File: config.mk
export PLATFORM = sky130hd
export DESIGN_NAME = partial_load_unit_flat
export DESIGN_NICKNAME = d
export VERILOG_FILES = /design/src/rtl/partial_load_unit_pkg.sv /design/src/rtl/partial_load_unit_if.sv /design/src/rtl/partial_load_unit_extract.sv /design/src/rtl/partial_load_unit.sv /design/src/flat_wrapper.sv
export SDC_FILE = /design/constraint.sdc
export NUM_CORES = 1
export LEC_CHECK = 0
export CAP_MARGIN = 30
export CELL_PAD_IN_SITES_DETAIL_PLACEMENT = 0
export CELL_PAD_IN_SITES_GLOBAL_PLACEMENT = 1
export CORE_ASPECT_RATIO = 1.25
export CORE_MARGIN = 2
export CORE_UTILIZATION = 35
export CTS_CLUSTER_SIZE = 40
export DETAILED_ROUTE_END_ITERATION = 10
export PLACE_DENSITY_LB_ADDON = 0.1
export SYNTH_ARGS = -nofsm -noshare
export SYNTH_HDL_FRONTEND = slang
export SYNTH_SLANG_ARGS = --single-unit
File: constraint.sdc
create_clock -name clk -period 4.16 [get_ports clk]
set_clock_uncertainty 0.15 [all_clocks]
set_input_delay 1.248 -clock clk [delete_from_list [all_inputs] [get_ports clk]]
set_output_delay 1.248 -clock clk [all_outputs]
set_load 0.02 [all_outputs]
File: src/rtl/partial_load_unit_pkg.sv
// partial_load_unit shared types:
// load funct3 codes, FSM states, decode helpers
package partial_load_unit_pkg;

  localparam logic [2:0] FNC_LB  = 3'b000;
  localparam logic [2:0] FNC_LH  = 3'b001;
  localparam logic [2:0] FNC_LW  = 3'b010;
  localparam logic [2:0] FNC_LBU = 3'b100;
  localparam logic [2:0] FNC_LHU = 3'b101;

  typedef enum logic [1:0] {
    S_IDLE  = 2'd0,
    S_WAIT0 = 2'd1,
    S_WAIT1 = 2'd2,
    S_RESP  = 2'd3
  } plu_state_e;

  function automatic logic fnc_legal(
    input logic [2:0] f
  );
    logic ok;
    case (f)
      FNC_LB, FNC_LH, FNC_LW,
      FNC_LBU, FNC_LHU: ok = 1'b1;
      default:          ok = 1'b0;
    endcase
    return ok;
  endfunction

  // Access crosses into the next word
  function automatic logic fnc_spans(
    input logic [2:0] f,
    input logic [1:0] off
  );
    logic sp;
    case (f)
      FNC_LW:          sp = (off != 2'd0);
      FNC_LH, FNC_LHU: sp = (off == 2'd3);
      default:         sp = 1'b0;
    endcase
    return sp;
  endfunction

endpackage

File: src/rtl/partial_load_unit_if.sv
// partial_load_unit bus: request, memory
// read port and response, one bundle
interface partial_load_unit_if #(
  parameter int ADDR_W = 14
) ();
  logic              req_valid;
  logic              req_ready;
  logic [2:0]        req_funct3;
  logic [31:0]       req_addr;
  logic              mem_en;
  logic [ADDR_W-1:0] mem_addr;
  logic [31:0]       mem_rdata;
  logic              resp_valid;
  logic              resp_ready;
  logic [31:0]       resp_data;
  logic              resp_err;

  modport master (
    output req_valid, req_funct3, req_addr,
    output mem_rdata, resp_ready,
    input  req_ready, mem_en, mem_addr,
    input  resp_valid, resp_data, resp_err
  );

  modport slave (
    input  req_valid, req_funct3, req_addr,
    input  mem_rdata, resp_ready,
    output req_ready, mem_en, mem_addr,
    output resp_valid, resp_data, resp_err
  );
endinterface

File: src/rtl/partial_load_unit_extract.sv
// load_extract: shift a 64-bit window by the byte
// offset and sign/zero extend per funct3
module load_extract
  import partial_load_unit_pkg::*;
(
  input  logic [2:0]  funct3_i,
  input  logic [63:0] win_i,
  input  logic [1:0]  off_i,
  output logic [31:0] data_o
);
  logic [31:0] sh;

  assign sh = 32'(win_i >> {off_i, 3'b000});

  // Extend the selected lanes of the shifted window
  always_comb begin
    data_o = '0;
    case (funct3_i)
      FNC_LB:  data_o = {{24{sh[7]}}, sh[7:0]};
      FNC_LBU: data_o = {24'b0, sh[7:0]};
      FNC_LH:  data_o = {{16{sh[15]}}, sh[15:0]};
      FNC_LHU: data_o = {16'b0, sh[15:0]};
      FNC_LW:  data_o = sh;
      default: data_o = '0;
    endcase
  end
endmodule

File: src/rtl/partial_load_unit.sv
// partial_load_unit: byte/half/word loads from a
// sync-read memory, two reads for spanning accesses
module partial_load_unit
  import partial_load_unit_pkg::*;
#(
  parameter int ADDR_W             = 14,
  parameter bit SUPPORT_MISALIGNED = 1'b1
) (
  input logic                clk,
  input logic                rst_n,
  partial_load_unit_if.slave bus
);
  plu_state_e        state_q, state_d;
  logic [2:0]        f3_q, f3_d;
  logic [1:0]        off_q, off_d;
  logic              span_q, span_d;
  logic [ADDR_W-1:0] waddr_q, waddr_d;
  logic [31:0]       low_q, low_d;
  logic [31:0]       data_q, data_d;
  logic              err_q, err_d;
  logic [ADDR_W-1:0] req_waddr;
  logic              req_span;
  logic              req_go;
  logic [63:0]       win;
  logic [31:0]       ext;
  logic              unused_addr;

  assign req_waddr   = bus.req_addr[ADDR_W+1:2];
  assign unused_addr = ^bus.req_addr[31:ADDR_W+2];
  assign req_span    = fnc_spans(bus.req_funct3,
                                 bus.req_addr[1:0]);
  assign req_go      = fnc_legal(bus.req_funct3) &&
                       (!req_span || SUPPORT_MISALIGNED);

  assign win = (state_q == S_WAIT1) ?
               {bus.mem_rdata, low_q} :
               {32'b0, bus.mem_rdata};

  load_extract u_ext (
    .funct3_i (f3_q),
    .win_i    (win),
    .off_i    (off_q),
    .data_o   (ext)
  );

  assign bus.req_ready  = (state_q == S_IDLE);
  assign bus.resp_valid = (state_q == S_RESP);
  assign bus.resp_data  = data_q;
  assign bus.resp_err   = err_q;

  // Next state, memory read strobe and result capture
  always_comb begin
    state_d      = state_q;
    f3_d         = f3_q;
    off_d        = off_q;
    span_d       = span_q;
    waddr_d      = waddr_q;
    low_d        = low_q;
    data_d       = data_q;
    err_d        = err_q;
    bus.mem_en   = 1'b0;
    bus.mem_addr = req_waddr;
    unique case (state_q)
      S_IDLE: begin
        if (bus.req_valid) begin
          if (req_go) begin
            bus.mem_en = 1'b1;
            f3_d       = bus.req_funct3;
            off_d      = bus.req_addr[1:0];
            span_d     = req_span;
            waddr_d    = req_waddr;
            state_d    = S_WAIT0;
          end else begin
            data_d  = '0;
            err_d   = 1'b1;
            state_d = S_RESP;
          end
        end
      end
      S_WAIT0: begin
        if (span_q) begin
          low_d        = bus.mem_rdata;
          bus.mem_en   = 1'b1;
          bus.mem_addr = waddr_q + 1'b1;
          state_d      = S_WAIT1;
        end else begin
          data_d  = ext;
          err_d   = 1'b0;
          state_d = S_RESP;
        end
      end
      S_WAIT1: begin
        data_d  = ext;
        err_d   = 1'b0;
        state_d = S_RESP;
      end
      S_RESP: begin
        if (bus.resp_ready) state_d = S_IDLE;
      end
    endcase
  end

  // State and datapath registers
  always_ff @(posedge clk or negedge rst_n) begin
    if (!rst_n) begin
      state_q <= S_IDLE;
      f3_q    <= '0;
      off_q   <= '0;
      span_q  <= 1'b0;
      waddr_q <= '0;
      low_q   <= '0;
      data_q  <= '0;
      err_q   <= 1'b0;
    end else begin
      state_q <= state_d;
      f3_q    <= f3_d;
      off_q   <= off_d;
      span_q  <= span_d;
      waddr_q <= waddr_d;
      low_q   <= low_d;
      data_q  <= data_d;
      err_q   <= err_d;
    end
  end
endmodule

File: src/flat_wrapper.sv
// flat-port wrapper written by rule: the top's interface ports become plain ports
module partial_load_unit_flat import partial_load_unit_pkg::*;
#(
  parameter int ADDR_W             = 14,
  parameter bit SUPPORT_MISALIGNED = 1'b1
)
  (clk, rst_n, bus_req_valid, bus_req_funct3, bus_req_addr, bus_mem_rdata, bus_resp_ready, bus_req_ready, bus_mem_en, bus_mem_addr, bus_resp_valid, bus_resp_data, bus_resp_err);
  partial_load_unit_if #(.ADDR_W(ADDR_W)) bus_i ();
  input logic clk;
  input logic rst_n;
  input wire logic [$bits(bus_i.req_valid)-1:0] bus_req_valid;
  input wire logic [$bits(bus_i.req_funct3)-1:0] bus_req_funct3;
  input wire logic [$bits(bus_i.req_addr)-1:0] bus_req_addr;
  input wire logic [$bits(bus_i.mem_rdata)-1:0] bus_mem_rdata;
  input wire logic [$bits(bus_i.resp_ready)-1:0] bus_resp_ready;
  output wire logic [$bits(bus_i.req_ready)-1:0] bus_req_ready;
  output wire logic [$bits(bus_i.mem_en)-1:0] bus_mem_en;
  output wire logic [$bits(bus_i.mem_addr)-1:0] bus_mem_addr;
  output wire logic [$bits(bus_i.resp_valid)-1:0] bus_resp_valid;
  output wire logic [$bits(bus_i.resp_data)-1:0] bus_resp_data;
  output wire logic [$bits(bus_i.resp_err)-1:0] bus_resp_err;
  assign bus_i.req_valid = bus_req_valid;
  assign bus_i.req_funct3 = bus_req_funct3;
  assign bus_i.req_addr = bus_req_addr;
  assign bus_i.mem_rdata = bus_mem_rdata;
  assign bus_i.resp_ready = bus_resp_ready;
  assign bus_req_ready = bus_i.req_ready;
  assign bus_mem_en = bus_i.mem_en;
  assign bus_mem_addr = bus_i.mem_addr;
  assign bus_resp_valid = bus_i.resp_valid;
  assign bus_resp_data = bus_i.resp_data;
  assign bus_resp_err = bus_i.resp_err;
  partial_load_unit #(.ADDR_W(ADDR_W), .SUPPORT_MISALIGNED(SUPPORT_MISALIGNED)) u_core (.clk(clk), .rst_n(rst_n), .bus(bus_i));
endmodule
==> flow_summary.json, run 1 <==
{
  "status": "complete, no violations",
  "fin_crit_sh_pct": 94.8,
  "syn_area_sq_um": 5020,
  "clkTransAtPathRegs_ns": 0.06,
  "die_w_um": 111,
  "ios": 121,
  "worstSkewPairLatency_ns": 0.34,
  "synth-seq-cells": 87,
  "min_path_type": "register to register",
  "netlist_instances": 478,
  "cts_sinks": 87,
  "root_buffer": "clkbuf_16",
  "dieArea_sq_um": 15300,
  "hold_viol_final": 0,
  "htreeDepth": 3,
  "p_int_mw": 3.31,
  "powerDensity_nw_per_um2": 827,
  "grt_max_degree": 60,
  "synth_nets": 555,
  "vias_per_cell": 5.35,
  "finalPower_mw": 5.48,
  "grt_usage_pct": 17.8,
  "cp_max_fo": 6,
  "dr.pass1.iters": 4,
  "drive_gt1_share_pct": 20.5,
  "routabilityCongestion": 0.792,
  "die_y_um": 138,
  "sw_frac_of_total_pct": 39.5,
  "synth_warnings": 0,
  "drv_slew": 0,
  "wire_per_inst_um": 17.6,
  "antenna_found_initial": 0,
  "syn_to_final_growth_pct": 32.0,
  "rsz0062_at_grt": "no",
  "end_kind": "output pin",
  "ys_types": 40,
  "grt_pass1_vias": 4128,
  "cts_buffers": 9,
  "drt-initial-drc-count": 204,
  "layout_commonest_cell": "clkdlybuf4s50_1",
  "clock.fmax_ghz": 0.253,
  "ys_top_cells_by_area": "dfrtp_1, mux2_2, mux2i_1",
  "maxSlewHeadroom_pct": 52.1,
  "port_buffers": 104,
  "avgSynthCellArea_sq_um": 10.5,
  "diodes": 0,
  "hpwl_mm": 9.39,
  "final_cell_mix": "clkdlybuf4s50_1, dfrtp_1, mux2_2",
  "synthArstFlopShare_pct": 100,
  "yosysTopAreaCell": "dfrtp_1",
  "pwr-share-comb_pct": 53.2,
  "required_ns": 2.76,
  "worst_pin_slew_ns": 0.719,
  "synth_top_area_share_pct": 43.4,
  "globalRouteOverflowTotal": 0,
  "clockBufferDepth": 2,
  "nets": 648,
  "vias": 4018,
  "ant_nets": 0,
  "cts_tree": "done",
  "wirelength_mm": 13.2,
  "core_sq_um": 13900,
  "post_cts_buffers": 0,
  "drc_errors": 0,
  "p_switching_mw": 2.17,
  "setup_viol": 0,
  "grt_pass1_wl_mm": 21.6,
  "synthFlopType": "dfrtp_1",
  "hold_buffers": 0,
  "critPathArrivalTime_ns": 2.55,
  "hold_ws_ns": 0.330,
  "peakVddDrop_mv": 0.305,
  "drv_cap": 0,
  "critPathKind": "register to output pin",
  "synth_edf_count": 0,
  "power.share.clock_pct": 19.3,
  "ys_seq_area_share_pct": 43.4,
  "initial_utilization_pct": 36.0,
  "power_frac_seq_pct": 27.4,
  "finalSetupTns_ns": 0,
  "rows": 48,
  "fin_crit_ns": 3.95,
  "start_kind": "register",
  "power_leakage_nw": 2.77
}
final cells by class:
class                      count  area (sq um)
multi-input combinational    350          2660
inverter                       6          22.5
tap                          175           219
clock inverter                 6           155
timing repair buffer         117          1150
sequential                    87          2180
clock buffer                  10           239
fill                        1355          7310
metal layers:
layer / vias up / track usage [%] / share of wire (%)
met5: - / 0 / 0
met4: 0 / 7.13 / 1.9
met3: 16 / 3.06 / 4.2
met2: 101 / 28.7 / 46
met1: 1959 / 24.1 / 48
li1: 1942 / - / -
registers in the layout (all words and copies together) (netlist names):
register,flops
u_core.bus.resp_data,32
u_core.f3_q,3
u_core.bus.resp_err,1
u_core.span_q,1
u_core.waddr_q,14
u_core.off_q,2
u_core.state_q,2
u_core.low_q,32
cells in the mapped netlist, drive strengths merged, types with 2 or more instances:
master	number
nand4	3
clkbuf	19
xor2	7
mux2i	46
o31ai	2
a31oi	2
inv	6
ha	6
nand2b	2
a211oi	15
and3	2
mux2	67
dfrtp	87
buf	16
nor3b	2
o21ai	53
nand2	60
nor2b	4
nor2	18
xnor2	5
nand3	9
mux4	2
o22ai	16
a221o	16
a21oi	4
power groups by stage:
stage               logic [mW]  registers (mW)  clock network, mW
global placement          2.88            1.50                  0
global route              3.19            1.56               1.12
CTS                       2.94            1.50               1.09
floorplan                 1.97            1.56                  0
detailed placement        2.92            1.52                  0
finish                    2.92            1.50               1.06
worst max-delay path, stage by stage (launching register included):
cell and delay [ns]:
dfrtp_1 0.44, nand3_1 0.14, nor3_1 0.49, nand3_1 0.17, xor2_1 0.17, o21ai_0 0.17
clkdlybuf4s50_1 0.64
cells by family (layout without fill, tap and decap cells):
family | Yosys count | in the layout | share of synthesized area [%]
muxes | 115 | 115 | 25.2
AOI/OAI and AO/OA | 114 | 114 | 15.1
and+or+nand+nor | 103 | 103 | 9.10
DFF | 87 | 87 | 43.4
buffers and inverters | 41 | 139 | 3.71
xor gates and xnor gates | 12 | 12 | 2.09
adders and majority gates | 6 | 6 | 1.50
final timing paths:
| path | startpoint | endpoint | slack (ns) | cells past startpoint |
|---|---|---|---|---|
| hold / removal | u_core.bus.resp_data[10] | u_core.bus.resp_data[10] | 0.33 | 2 |
| setup reg to reg | u_core.state_q[1] | u_core.bus.resp_data[30] | 0.90 | 8 |
| min in group asynchronous | rst_n | u_core.bus.resp_err | 0.72 | 1 |
| max in group asynchronous | rst_n | u_core.low_q[11] | 2.48 | 2 |
| setup / recovery | u_core.waddr_q[2] | bus_mem_addr[11] | 0.21 | 6 |
| hold reg to reg | u_core.bus.resp_data[10] | u_core.bus.resp_data[10] | 0.33 | 2 |
per-stage QoR:
stage	std cells	instance area [sq um]	setup slack (ns)	util (%)
floorplan	478	5020	0.817	-
global placement	735	6230	0.0793	44.7
detailed placement	735	6230	0.0784	44.7
CTS	751	6620	0.0703	47.5
global route	751	6620	0.0937	47.5
finish	751	6620	0.215	47.5
repair_timing:
action / CTS / global route
endpoints found under the setup margin: 0 / 1
hold endpoints to repair: 0 / 0
resized for setup: 0 / 1
No activity file was read; power rests on OpenSTA's default activity.
==> run 2, diff against run 1 <==
==> constraint.sdc (replaced) <==
create_clock -name clk -period 4.34 [get_ports clk]
set_clock_uncertainty 0.15 [all_clocks]
set_input_delay 1.302 -clock clk [delete_from_list [all_inputs] [get_ports clk]]
set_output_delay 1.302 -clock clk [all_outputs]
set_load 0.02 [all_outputs]
==> run 2 against run 1 <==
Die area is the same; final area down 1.5%; utilization fell by 0.74 points; sequential share of layout area is 0.52 points higher; final cell count is 0.13% lower; via count down 1.8%; critical path depth shrank 2; register-to-register slack improved by 0.29 ns; flip-flop and latch count unchanged.
==> flow_summary.json, run 2 (synthesized netlist as in run 1, its figures left out) <==
{
  "fin_crit_sh_pct": 97.0,
  "utilization_pct": 46.8,
  "ios": 121,
  "hp-start": "u_core.bus.resp_err",
  "hold_viol_final": 0,
  "cp_cell_sequence": "clkdlybuf4s50_1 -> o21a_1 -> o21ai_0 -> clkdlybuf4s50_1",
  "reg2reg_slack_ns": 1.19,
  "min_path_type": "register to register",
  "hold_depth": 2,
  "port_buffers": 104,
  "grt_pass1_wl_mm": 21.0,
  "drv_slew": 0,
  "die_y_um": 138,
  "cts_sinks": 87,
  "cts_buffers": 9,
  "cpMostUsedCell": "clkdlybuf4s50_1",
  "worst_pin_slew_ns": 0.746,
  "r2r-start": "u_core.state_q[0]",
  "peakVddDrop_mv": 0.310,
  "finalSetupTns_ns": 0,
  "routabilityCongestion": 0.774,
  "critPathArrivalTime_ns": 2.76,
  "grt_pass1_vias": 4068,
  "final_cell_mix": "clkdlybuf4s50_1, dfrtp_1, mux2_2",
  "slowest_stage": "clkdlybuf4s50_1",
  "htreeDepth": 3,
  "vias_per_cell": 5.26,
  "power_leakage_nw": 2.71,
  "globalRouteOverflowTotal": 0,
  "critical-path-max-stage-delay_ns": 0.64,
  "end_kind": "output pin",
  "worstSkewPairLatency_ns": 0.34,
  "root_buffer": "clkbuf_16",
  "die_w_um": 111,
  "ctsResizeCount": 0,
  "setup_slack_ns": 0.130,
  "required_ns": 2.89,
  "dr.pass1.iters": 5,
  "drc_errors": 0,
  "clock.fmax_ghz": 0.238,
  "reg2reg_to": "u_core.bus.resp_data[26]",
  "cp_max_fo": 4,
  "ant_nets": 0,
  "drt-initial-drc-count": 154,
  "critPathKind": "primary input to output pin",
  "syn_to_final_growth_pct": 29.9,
  "maxSlewHeadroom_pct": 49.9,
  "antenna_found_initial": 0,
  "vias": 3946,
  "clockBufferDepth": 2,
  "initial_utilization_pct": 36.0,
  "start_kind": "primary input",
  "reg2regPathDepth": 7,
  "dieArea_sq_um": 15300,
  "grt_usage_pct": 17.2,
  "grt_max_degree": 63,
  "nets": 647,
  "rows": 48,
  "core_sq_um": 13900,
  "fin_crit_ns": 4.21,
  "powerDensity_nw_per_um2": 768,
  "cts_tree": "done",
  "hpwl_mm": 9.36,
  "wire_per_inst_um": 17.3,
  "hold_buffers": 0,
  "post_cts_buffers": 0,
  "wirelength_mm": 13.0,
  "status": "complete, no violations",
  "drv_cap": 0,
  "worstHoldEndpoint": "u_core.bus.resp_err",
  "diodes": 0,
  "clkTransAtPathRegs_ns": 0.06,
  "setup_viol": 0,
  "rsz0062_at_grt": "no",
  "final.fill_count": 1383,
  "layout_commonest_cell": "clkdlybuf4s50_1",
  "place_worst_setup_slack_ns": 0.131,
  "drive_gt1_share_pct": 20.2
}
==> run 2: changes by cell type in the layout (fill, tap and decap cells not counted) <==
cell and change:
buf_4 -1, bufinv_16 -4, clkbuf_1 +1, clkbuf_8 +1
clkdlybuf4s50_1 +1, clkinv_2 +2, dlymetal6s2s_1 -1
==> run 2: how the worst max path moves through the flow <==
stage                            startpoint         end  slack, ns  cells past startpoint
after floorplan           bus_req_funct3[0]  bus_mem_en       0.89                      2
after global placement    bus_req_funct3[0]  bus_mem_en       0.14                      4
after detailed placement  bus_req_funct3[0]  bus_mem_en       0.13                      4
after CTS                 bus_req_funct3[0]  bus_mem_en       0.13                      4
after global routing      bus_req_funct3[0]  bus_mem_en       0.05                      4
final                     bus_req_funct3[0]  bus_mem_en       0.13                      4
==> run 2: routing by layer <==
| metal | global-route usage, % | vias to the layer above | part of all wire, % |
|---|---|---|---|
| met3 | 3.15 | 15 | 5.4 |
| met5 | 0 | - | 0 |
| li1 | - | 1938 | - |
| met1 | 22.6 | 1891 | 48 |
| met4 | 6.65 | 0 | 1.8 |
| met2 | 28.6 | 102 | 45 |
==> run 2: stage by stage <==
step | hold slack (ns) | cell area, sq um | std cells | power (mW)
5_1_grt | 0.358 | 6520 | 750 | 5.37
3_5_place_dp | 0.321 | 6220 | 734 | 4.26
3_3_place_gp | 0.313 | 6220 | 734 | 4.20
2_1_floorplan | 0.324 | 5020 | 478 | 3.39
6_report | 0.325 | 6520 | 750 | 5.01
4_1_cts | 0.335 | 6520 | 750 | 5.06
==> run 2: area by class of cell <==
type                    instances  area [sq um]  area share, %
inverters                       6          22.5          0.345
flip-flops and latches         87          2180           33.4
multi-input cells             350          2660           40.8
clock inverters                 4          45.0          0.691
repair buffers                116          1140           17.5
clock buffers                  12           256           3.93
well taps                     175           219           3.36
==> run 2: power by group <==
group | leakage (nW) | switching [mW] | internal [mW] | total [mW]
logic | 1.49 | 1.47 | 1.30 | 2.77
clock network | 0.152 | 0.309 | 0.475 | 0.784
registers | 1.07 | 0.269 | 1.18 | 1.45
==> run 2: critical path: cells and delay by family <==
kind	cells	cell delay [ns]
AOI/OAI and AO/OA	2	0.41
buffers and inverters	2	1.06
